==> config.mk <==
export PLATFORM = sky130hd
export DESIGN_NAME = uart_tx_buffered
export DESIGN_NICKNAME = d
export VERILOG_FILES = /design/src/rtl/uart_tx_buffered.sv
export SDC_FILE = /design/constraint.sdc
export NUM_CORES = 1
export LEC_CHECK = 0
export BUFFER_PORTS_ARGS = -buffer_cell sky130_fd_sc_hd__buf_4
export CORE_MARGIN = 2
export CORE_UTILIZATION = 60
export DETAILED_ROUTE_END_ITERATION = 10
export PLACE_DENSITY_LB_ADDON = 0.12
export SLEW_MARGIN = 20
export SYNTH_ARGS = -nofsm -noshare
export SYNTH_HDL_FRONTEND = slang
export SYNTH_SLANG_ARGS = --single-unit
==> constraint.sdc <==
create_clock -name i_clk -period 3.9 [get_ports i_clk]
set_input_delay 0.195 -clock i_clk [delete_from_list [all_inputs] [get_ports i_clk]]
set_output_delay 0.195 -clock i_clk [all_outputs]
set_load 0.02 [all_outputs]
==> src/rtl/uart_tx_buffered.sv <==
// Buffered UART transmitter: a small word FIFO feeding a start/data/stop serialiser.
// Data bits leave MSB first; the serial line is registered and idles high.
module uart_tx_buffered #(
   parameter int unsigned CLK_CYCLES = 868,
   parameter int unsigned BIT_NUM    = 8,
   parameter int unsigned FIFO_DEPTH = 4
) (
   input  logic                          i_clk,
   input  logic                          i_rst,
   input  logic [BIT_NUM-1:0]            i_tx_data,
   input  logic                          i_tx_valid,
   output logic                          o_tx_ready,
   output logic                          o_tx_serial,
   output logic                          o_tx_busy,
   output logic                          o_tx_done,
   output logic [$clog2(FIFO_DEPTH):0]   o_fifo_count
);

   localparam int unsigned PtrW = $clog2(FIFO_DEPTH);
   localparam int unsigned CntW = PtrW + 1;

   localparam logic [15:0]     TimerMax = 16'(CLK_CYCLES - 1);
   localparam logic [3:0]      BitMax   = 4'(BIT_NUM - 1);
   localparam logic [CntW-1:0] CntFull  = CntW'(FIFO_DEPTH);

   typedef enum logic [1:0] {StIdle, StStart, StData, StStop} state_e;

   // ---------------------------------------------------------------- FIFO
   logic [BIT_NUM-1:0] mem_q [FIFO_DEPTH];
   logic [BIT_NUM-1:0] mem_d [FIFO_DEPTH];
   logic [PtrW-1:0]    wr_ptr_q, wr_ptr_d;
   logic [PtrW-1:0]    rd_ptr_q, rd_ptr_d;
   logic [CntW-1:0]    count_q, count_d;
   logic               fifo_full, fifo_empty;
   logic               push, pop;
   logic [BIT_NUM-1:0] head;

   assign fifo_full  = (count_q == CntFull);
   assign fifo_empty = (count_q == '0);
   assign o_tx_ready = !fifo_full && !i_rst;
   assign push       = i_tx_valid && o_tx_ready;
   assign head       = mem_q[rd_ptr_q];

   always_comb begin
      mem_d    = mem_q;
      wr_ptr_d = wr_ptr_q;
      rd_ptr_d = rd_ptr_q;
      count_d  = count_q;
      if (push) begin
         mem_d[wr_ptr_q] = i_tx_data;
         wr_ptr_d        = wr_ptr_q + PtrW'(1);
      end
      if (pop) begin
         rd_ptr_d = rd_ptr_q + PtrW'(1);
      end
      case ({push, pop})
         2'b10:   count_d = count_q + CntW'(1);
         2'b01:   count_d = count_q - CntW'(1);
         default: count_d = count_q;
      endcase
   end

   always_ff @(posedge i_clk) begin
      if (i_rst) begin
         wr_ptr_q <= '0;
         rd_ptr_q <= '0;
         count_q  <= '0;
      end else begin
         wr_ptr_q <= wr_ptr_d;
         rd_ptr_q <= rd_ptr_d;
         count_q  <= count_d;
      end
   end

   // Storage needs no reset: the pointers and count define what is valid.
   always_ff @(posedge i_clk) begin
      mem_q <= mem_d;
   end

   // ---------------------------------------------------------------- serialiser
   state_e             state_q, state_d;
   logic [15:0]        timer_q, timer_d;
   logic [3:0]         bit_idx_q, bit_idx_d;
   logic [BIT_NUM-1:0] shreg_q, shreg_d;
   logic [BIT_NUM-1:0] shreg_shl;
   logic               serial_q, serial_d;
   logic               done_q, done_d;
   logic               timer_end;

   assign timer_end = (timer_q == TimerMax);

   // serial_d is the line level for the cycle after this edge, so the
   // line changes on the same edge the state does.
   always_comb begin
      state_d   = state_q;
      timer_d   = timer_q + 16'd1;
      bit_idx_d = bit_idx_q;
      shreg_d   = shreg_q;
      shreg_shl = shreg_q << 1;
      serial_d  = serial_q;
      done_d    = 1'b0;
      pop       = 1'b0;

      case (state_q)
         StIdle: begin
            timer_d  = '0;
            serial_d = 1'b1;
            if (!fifo_empty) begin
               pop       = 1'b1;
               shreg_d   = head;
               bit_idx_d = '0;
               serial_d  = 1'b0;
               state_d   = StStart;
            end
         end

         StStart: begin
            serial_d = 1'b0;
            if (timer_end) begin
               timer_d  = '0;
               serial_d = shreg_q[BIT_NUM-1];
               state_d  = StData;
            end
         end

         StData: begin
            serial_d = shreg_q[BIT_NUM-1];
            if (timer_end) begin
               timer_d   = '0;
               shreg_d   = shreg_shl;
               bit_idx_d = bit_idx_q + 4'd1;
               if (bit_idx_q == BitMax) begin
                  serial_d = 1'b1;
                  state_d  = StStop;
               end else begin
                  serial_d = shreg_shl[BIT_NUM-1];
               end
            end
         end

         StStop: begin
            serial_d = 1'b1;
            if (timer_end) begin
               timer_d = '0;
               done_d  = 1'b1;
               if (!fifo_empty) begin
                  pop       = 1'b1;
                  shreg_d   = head;
                  bit_idx_d = '0;
                  serial_d  = 1'b0;
                  state_d   = StStart;
               end else begin
                  state_d = StIdle;
               end
            end
         end

         default: begin
            timer_d  = '0;
            serial_d = 1'b1;
            state_d  = StIdle;
         end
      endcase
   end

   always_ff @(posedge i_clk) begin
      if (i_rst) begin
         state_q   <= StIdle;
         timer_q   <= '0;
         bit_idx_q <= '0;
         shreg_q   <= '0;
         serial_q  <= 1'b1;
         done_q    <= 1'b0;
      end else begin
         state_q   <= state_d;
         timer_q   <= timer_d;
         bit_idx_q <= bit_idx_d;
         shreg_q   <= shreg_d;
         serial_q  <= serial_d;
         done_q    <= done_d;
      end
   end

   assign o_tx_serial  = serial_q;
   assign o_tx_busy    = (state_q != StIdle);
   assign o_tx_done    = done_q;
   assign o_fifo_count = count_q;

endmodule

-- Word-level counts from Yosys, hierarchy flattened
Cells that the tools add are included.
- output and inout port bits: 7
- register bits: 71
- word-level logic and storage cells: 86
- bits in writable memories: 0
- ROM bits: 0
- memories kept: 0
- latch bits: 0
- reduce and logical (&&, ||, !) cells: 14
- eq/ne operators: 13
- shift operators: 0
- bitwise gates (word level): 3
- $lt $le $gt $ge: 3
- multipliers: 0
- muxes and demuxes: 34
- $add $sub $neg: 6
- divide/modulo/power cells: 0
- operator list (cell ; count):
    $mux 8 ; 6
    $bwmux 32 ; 1
    $pmux 16 s2 ; 1
    $pmux 8 s3 ; 1
    $add 16x1->16 const B ; 1
    $bmux 8 s2 ; 1
    $demux 8 s2 ; 1
    $eq 16x10->1 const B ; 1
    $mux 16 ; 1
    $mux 4 ; 3
    $pmux 4 s3 ; 1
    $mux 2 ; 5
    $ne 2x2->1 const B ; 5
    $mux 1 ; 9
    $pmux 2 s4 ; 1
    $eq 2x2->1 const B ; 3
    $ge 3x3->1 const B ; 2
    $not 2->3 ; 2
    $pmux 3 s2 ; 1
    $reduce_and 5->1 ; 1
    $add 2x1->2 const B ; 2
    $add 4x1->4 const B ; 1
    $eq 2x1->1 const B ; 2
    $eq 4x3->1 const B ; 1
    other kinds (16) ; 20

-- Depth between registers and ports, before layout
- depth after elaboration: 7
- gate-level depth with buffers: 11
- gate-level depth less buffers: 11

-- Worst setup path before layout
Ideal clock, no wire load.
- path kind: register -> register
- from: register timer_q[0]
- to: register count_q[2] (netlist: o_fifo_count[2])
- buffers on the path: 0
- data required time: 3.829 ns
- slack: 0.794 ns
- library setup time: 0.071 ns
- period minus slack after synthesis: 3.106 ns
- cell stages (with the launch flop): 12
- arrival: 3.036 ns
- cells stage by stage: dfxtp_1 > ha_1 > or4b_1 > nor4_1 > and2_1 > o21a_1 > ha_1 > inv_1 > fa_1 > xor2_1 > or3_1 > a21oi_1
- word-level cells in the longest chain between the ends: 5
- elaborated cells on any way between the ends: 7
- those cells by class: eq/ne: 3; mux: 3; reduce/logical: 1
- ends and longest elaborated chain (element ; RTL line ; RTL):
    start: declaration ; 82 ; logic [15:0] timer_q, timer_d;
    start signal: assignment ; 176 ; timer_q <= timer_d;
    $eq 16x10->1 (*) ; 90 ; assign timer_end = (timer_q == TimerMax);
    $mux 1 (*) ; 143 ; if (timer_end) begin
    $pmux 1 s2 (*) ; 104 ; case (state_q)
    net pop ; 35 ; logic push, pop;
    $eq 2x1->1 or $eq 2x2->1 (tied branches) ; 56 ; case ({push, pop})
    $pmux 3 s2 or $reduce_bool 2->1 (tied branches) ; n/a ;
    end signal: assignment ; 71 ; count_q <= count_d;
    end: declaration ; 33 ; logic [CntW-1:0] count_q, count_d;
The timed path passes the listed nets; every way through them passes the cells marked *.
A chain may end at the register's enable or synchronous reset.

-- Worst setup path after layout
Same ends and word-level chain as after synthesis.

==> impl_summary.md <==
Timing
The worst max-slew margin expressed relative to the limit is 30.5%. The worst path meets setup with 0.840 ns of slack. Adding up every negative setup slack in the final design gives 0 ns. The period utilization is 78.5%. The number of pins with negative max-slew slack in the final report is 0. The final count of hold timing violations is 0. The clock arrives with 0.0104 ns of skew. The worst hold slack after final layout is 0.0549 ns. The timing-limited maximum frequency is 327 MHz. The clock period minus worst slack is 3.06 ns. Setup repair after global routing left no endpoint under its margin.

At the pin with the least slew margin, the transition time is ~1.0 ns. The number of endpoints failing setup at the final stage is 0.

Routing
The number of vias per cell after detailed routing is 5.69. The final routed wire length divided by cell count is 15.1 µm. The routed via count is 2185. After detailed routing, the number of remaining DRC violations is 0. Once detail routing completed, the nets flagged for antenna violations numbered 0. The aggregate routed wire length is 5.81 mm. In this run, the number of DRC markers left after iteration 0 of detailed routing was 150. The first-pass iteration count of the detailed router is 4.

Logic synthesis
By area, the combinational part of the netlist is dominated by simple AND/OR/NAND/NOR gates. Of the synthesized area, sequential elements account for between 50% and 60%. The net count after synthesis is about 320. The flip-flop and latch count after synthesis is just over 70. For this run, the leading register cell type out of synthesis is sky130_fd_sc_hd__dfxtp_1. The count of cell types in the netlist is slightly above 50. The xor/xnor share of the synthesized area is around 3.7%.

The number of synthesized flops with an enable pin is 32. After Yosys synthesis, and, or, nand and nor cells account for roughly 16% of the synthesized area. In the synthesized netlist, mux cells make up 10.9% of the area. The cell count after synthesis is 291. The number of warnings reported in the yosys synthesis log is 0. The synthesized netlist occupies a cell area of 3300 µm². In this run the mean area of a mapped cell was 11.3 µm². The share of async-settable or async-resettable flops after synthesis is 0%. Summing the areas of all fa, ha and maj instances in the mapped netlist gives between 5 and 6% of the synthesized area. The share of the synthesized area in compound gates (AO/OA/AOI/OAI) is 7.54%.

Finish
The growth of design area from synthesis to finish is 12.2%. The number of antenna cells inserted is 0. With fillers left out, the area of the finished cells amounts to 3700 µm². Cells with a size suffix above 1 make up a little under a fifth of the layout.

Once layout is complete, the utilization of the core stands at 68.5%. Counting the fill cells in the layout gives 405. For this run, the post-layout net count is 331. The commonest non-fill, non-tap cell in the layout is sky130_fd_sc_hd__dfxtp_1. In the layout the commonest cells are sky130_fd_sc_hd__dfxtp_1, sky130_fd_sc_hd__edfxtp_1, sky130_fd_sc_hd__nand2_1.

Worst setup path
The element type at the critical path end is a register. In this run the critical register-to-register path is launched from timer_q[0]$_SDFF_PP0_. The critical path is of the register to register type.

The destination of the worst register-to-register timing path is o_fifo_count[2]$_SDFFE_PP0P_. The maximum fanout count along the critical path is 7. The launching element type of the critical path is a register. At the worst endpoint, the required time is 4.17 ns.

Data on the critical path arrives at its endpoint at around 3.3 ns. The worst register-to-register path has a depth of 12. The minimum setup slack among reg-to-reg paths is ~0.84 ns.

Placement
The number of buffers added on ports is 17. The post-placement cell area is 3470 µm². The final HPWL from detailed placement is 3.95 mm. The congestion estimate from routability-driven global placement came to between 0.8 and 0.9. The post-placement worst setup slack is 0.903 ns.

Floorplan
The number of top-level pins is 18. Measured along the y axis, the die boundary spans between 70 and 80 µm. Measured along the x axis, the die boundary spans 78.2 µm.

The area of the die is around 6100 µm². The starting density of the core is 61.1%. The floorplan step defined a core boundary enclosing 5410 µm². The placement row count is 27.

Clock tree
The clock root buffer is sky130_fd_sc_hd__clkbuf_8. No sink is reached through more buffers than the 2 on the longest clock path. The number of buffers inserted to repair setup after CTS is 0. The deepest level of the CTS H-tree is 3.

For this design, the CTS-stage hold fixing added 0 buffers. The number of buffers inserted during clock tree synthesis is 9. The clock-pin transition on the worst setup and hold timing paths is 0.08 ns. TritonCTS built the clock tree. The clock latency on the worst-skew pair is 0.34 ns.

The clock sink count is between 70 and 80. In this run, post-CTS repair resized a total of 0 instances.

GRT
In the global route stage, overall resource usage came out at 21.3%. Global routing finished with a remaining overflow of 0. The number of global-route vias before repair is around 2100.

The initial antenna violation count came to 0. The maximum number of pins on one net before global-route repair is 26. The first-pass GRT wire length is 10.0 mm.

Worst hold path
The origin of the worst min-delay path is i_tx_data[4]. For hold timing, the worst endpoint is mem_q[12]$_DFFE_PP_. The class of the tightest hold or removal check is input port to register. The instance count along the most critical hold path is 1.

Status
The flow ran to the end, and the final reports show no timing, DRC or antenna violations.

Run
The tool flagged a number of max-cap violations equal to 0.

Pwr
Dividing total power by cell area gives a power density of 647 nW/µm². The worst-case vdd ir drop is 0.443 mV. The static power due to leakage is 1.33 nW.
## per-stage QoR
stage               instances  power, mW
global placement          368       1.72
CTS                       384       2.41
floorplan                 291       1.57
detailed placement        368       1.73
global route              384       2.55
finish                    384       2.40
## layout make-up
type,instances,area (µm²),area share [%]
clock buffers,10,149,4.02
clock inverters,6,87.6,2.36
inverters,15,56.3,1.52
multi-input cells,192,1450,39.0
flip-flops and latches,71,1740,47.0
well taps,72,90.1,2.43
repair buffers,18,135,3.65
## worst max-delay path, stage by stage (launching register included)
cell and delay (ns):
sky130_fd_sc_hd__dfxtp_1 0.39, sky130_fd_sc_hd__ha_1 0.23, sky130_fd_sc_hd__or4b_1 0.48, sky130_fd_sc_hd__nor4_1 0.21, sky130_fd_sc_hd__buf_4 0.20, sky130_fd_sc_hd__and2_1 0.17, sky130_fd_sc_hd__o21a_1 0.12, sky130_fd_sc_hd__ha_1 0.17
sky130_fd_sc_hd__inv_1 0.06, sky130_fd_sc_hd__fa_1 0.37, sky130_fd_sc_hd__xor2_1 0.16, sky130_fd_sc_hd__or3_1 0.30, sky130_fd_sc_hd__a21oi_1 0.13
## Yosys cell counts, types with 3 or more instances
cell	n	area, µm²
sky130_fd_sc_hd__nor2_1	24	90.1
sky130_fd_sc_hd__nor4b_1	3	26.3
sky130_fd_sc_hd__clkbuf_1	7	26.3
sky130_fd_sc_hd__a211oi_1	3	22.5
sky130_fd_sc_hd__xor2_1	7	61.3
sky130_fd_sc_hd__xnor2_1	7	61.3
sky130_fd_sc_hd__nand3b_1	3	22.5
sky130_fd_sc_hd__and2_1	5	31.3
sky130_fd_sc_hd__o21ai_0	4	20.0
sky130_fd_sc_hd__nand2_1	28	105
sky130_fd_sc_hd__and3_1	3	18.8
sky130_fd_sc_hd__o311ai_0	3	26.3
sky130_fd_sc_hd__nor4_1	6	37.5
sky130_fd_sc_hd__ha_1	12	150
sky130_fd_sc_hd__mux4_2	8	180
sky130_fd_sc_hd__or3_1	4	25.0
sky130_fd_sc_hd__mux2i_1	9	90.1
sky130_fd_sc_hd__mux2_2	8	90.1
sky130_fd_sc_hd__edfxtp_1	32	961
sky130_fd_sc_hd__or4_1	3	22.5
sky130_fd_sc_hd__nand3_1	10	50.1
sky130_fd_sc_hd__nand4_1	5	31.3
sky130_fd_sc_hd__o31ai_1	3	22.5
sky130_fd_sc_hd__a21oi_1	8	40.0
sky130_fd_sc_hd__dfxtp_1	39	781
sky130_fd_sc_hd__inv_1	14	52.6
## power by group
| group | internal, mW | switching (mW) |
|---|---|---|
| clock | 0.401 | 0.281 |
| sequential | 0.875 | 0.0879 |
| combinational | 0.347 | 0.405 |
| total | 1.62 | 0.773 |
## state kept, by name, summed over array words and instances, names as in the netlist
name,cells
rd_ptr_q,2
timer_q,16
wr_ptr_q,2
o_tx_serial,1
mem_q,32
o_tx_done,1
shreg_q,8
state_q,2
bit_idx_q,4
o_fifo_count,3
## how the worst max path moves through the flow
stage               cells after the start  slack [ns]                   from                            to
floorplan                              11        0.79  timer_q[0]$_SDFF_PP0_  o_fifo_count[2]$_SDFFE_PP0P_
global placement                       12        0.96  timer_q[0]$_SDFF_PP0_  o_fifo_count[2]$_SDFFE_PP0P_
detailed placement                     12        0.90  timer_q[0]$_SDFF_PP0_  o_fifo_count[2]$_SDFFE_PP0P_
CTS                                    12        0.86  timer_q[0]$_SDFF_PP0_  o_fifo_count[2]$_SDFFE_PP0P_
global route                           12        0.60  timer_q[0]$_SDFF_PP0_  o_fifo_count[2]$_SDFFE_PP0P_
finish                                 12        0.84  timer_q[0]$_SDFF_PP0_  o_fifo_count[2]$_SDFFE_PP0P_
## metal layers
| layer | up-vias | share of wire, % | wire, µm | global-route usage [%] |
|---|---|---|---|---|
| met5 | - | 0 | 0 | 0 |
| met4 | 0 | 0.98 | 57 | 8.60 |
| met3 | 6 | 3.9 | 224 | 3.91 |
| met2 | 37 | 48 | 2770 | 32.6 |
| met1 | 1041 | 48 | 2760 | 30.2 |
| li1 | 1101 | - | - | - |
## logic make-up (layout without fill, tap and decap cells)
group | after synthesis | after routing
multiplexers | 25 | 25
XOR/XNOR | 14 | 14
flip-flops | 71 | 71
buffers and inverters | 28 | 49
adder cells (fa/ha/maj) | 13 | 13
AND/OR/NAND/NOR | 105 | 105
AO/OA/AOI/OAI | 35 | 35
Power figures use the tool's default switching activity.
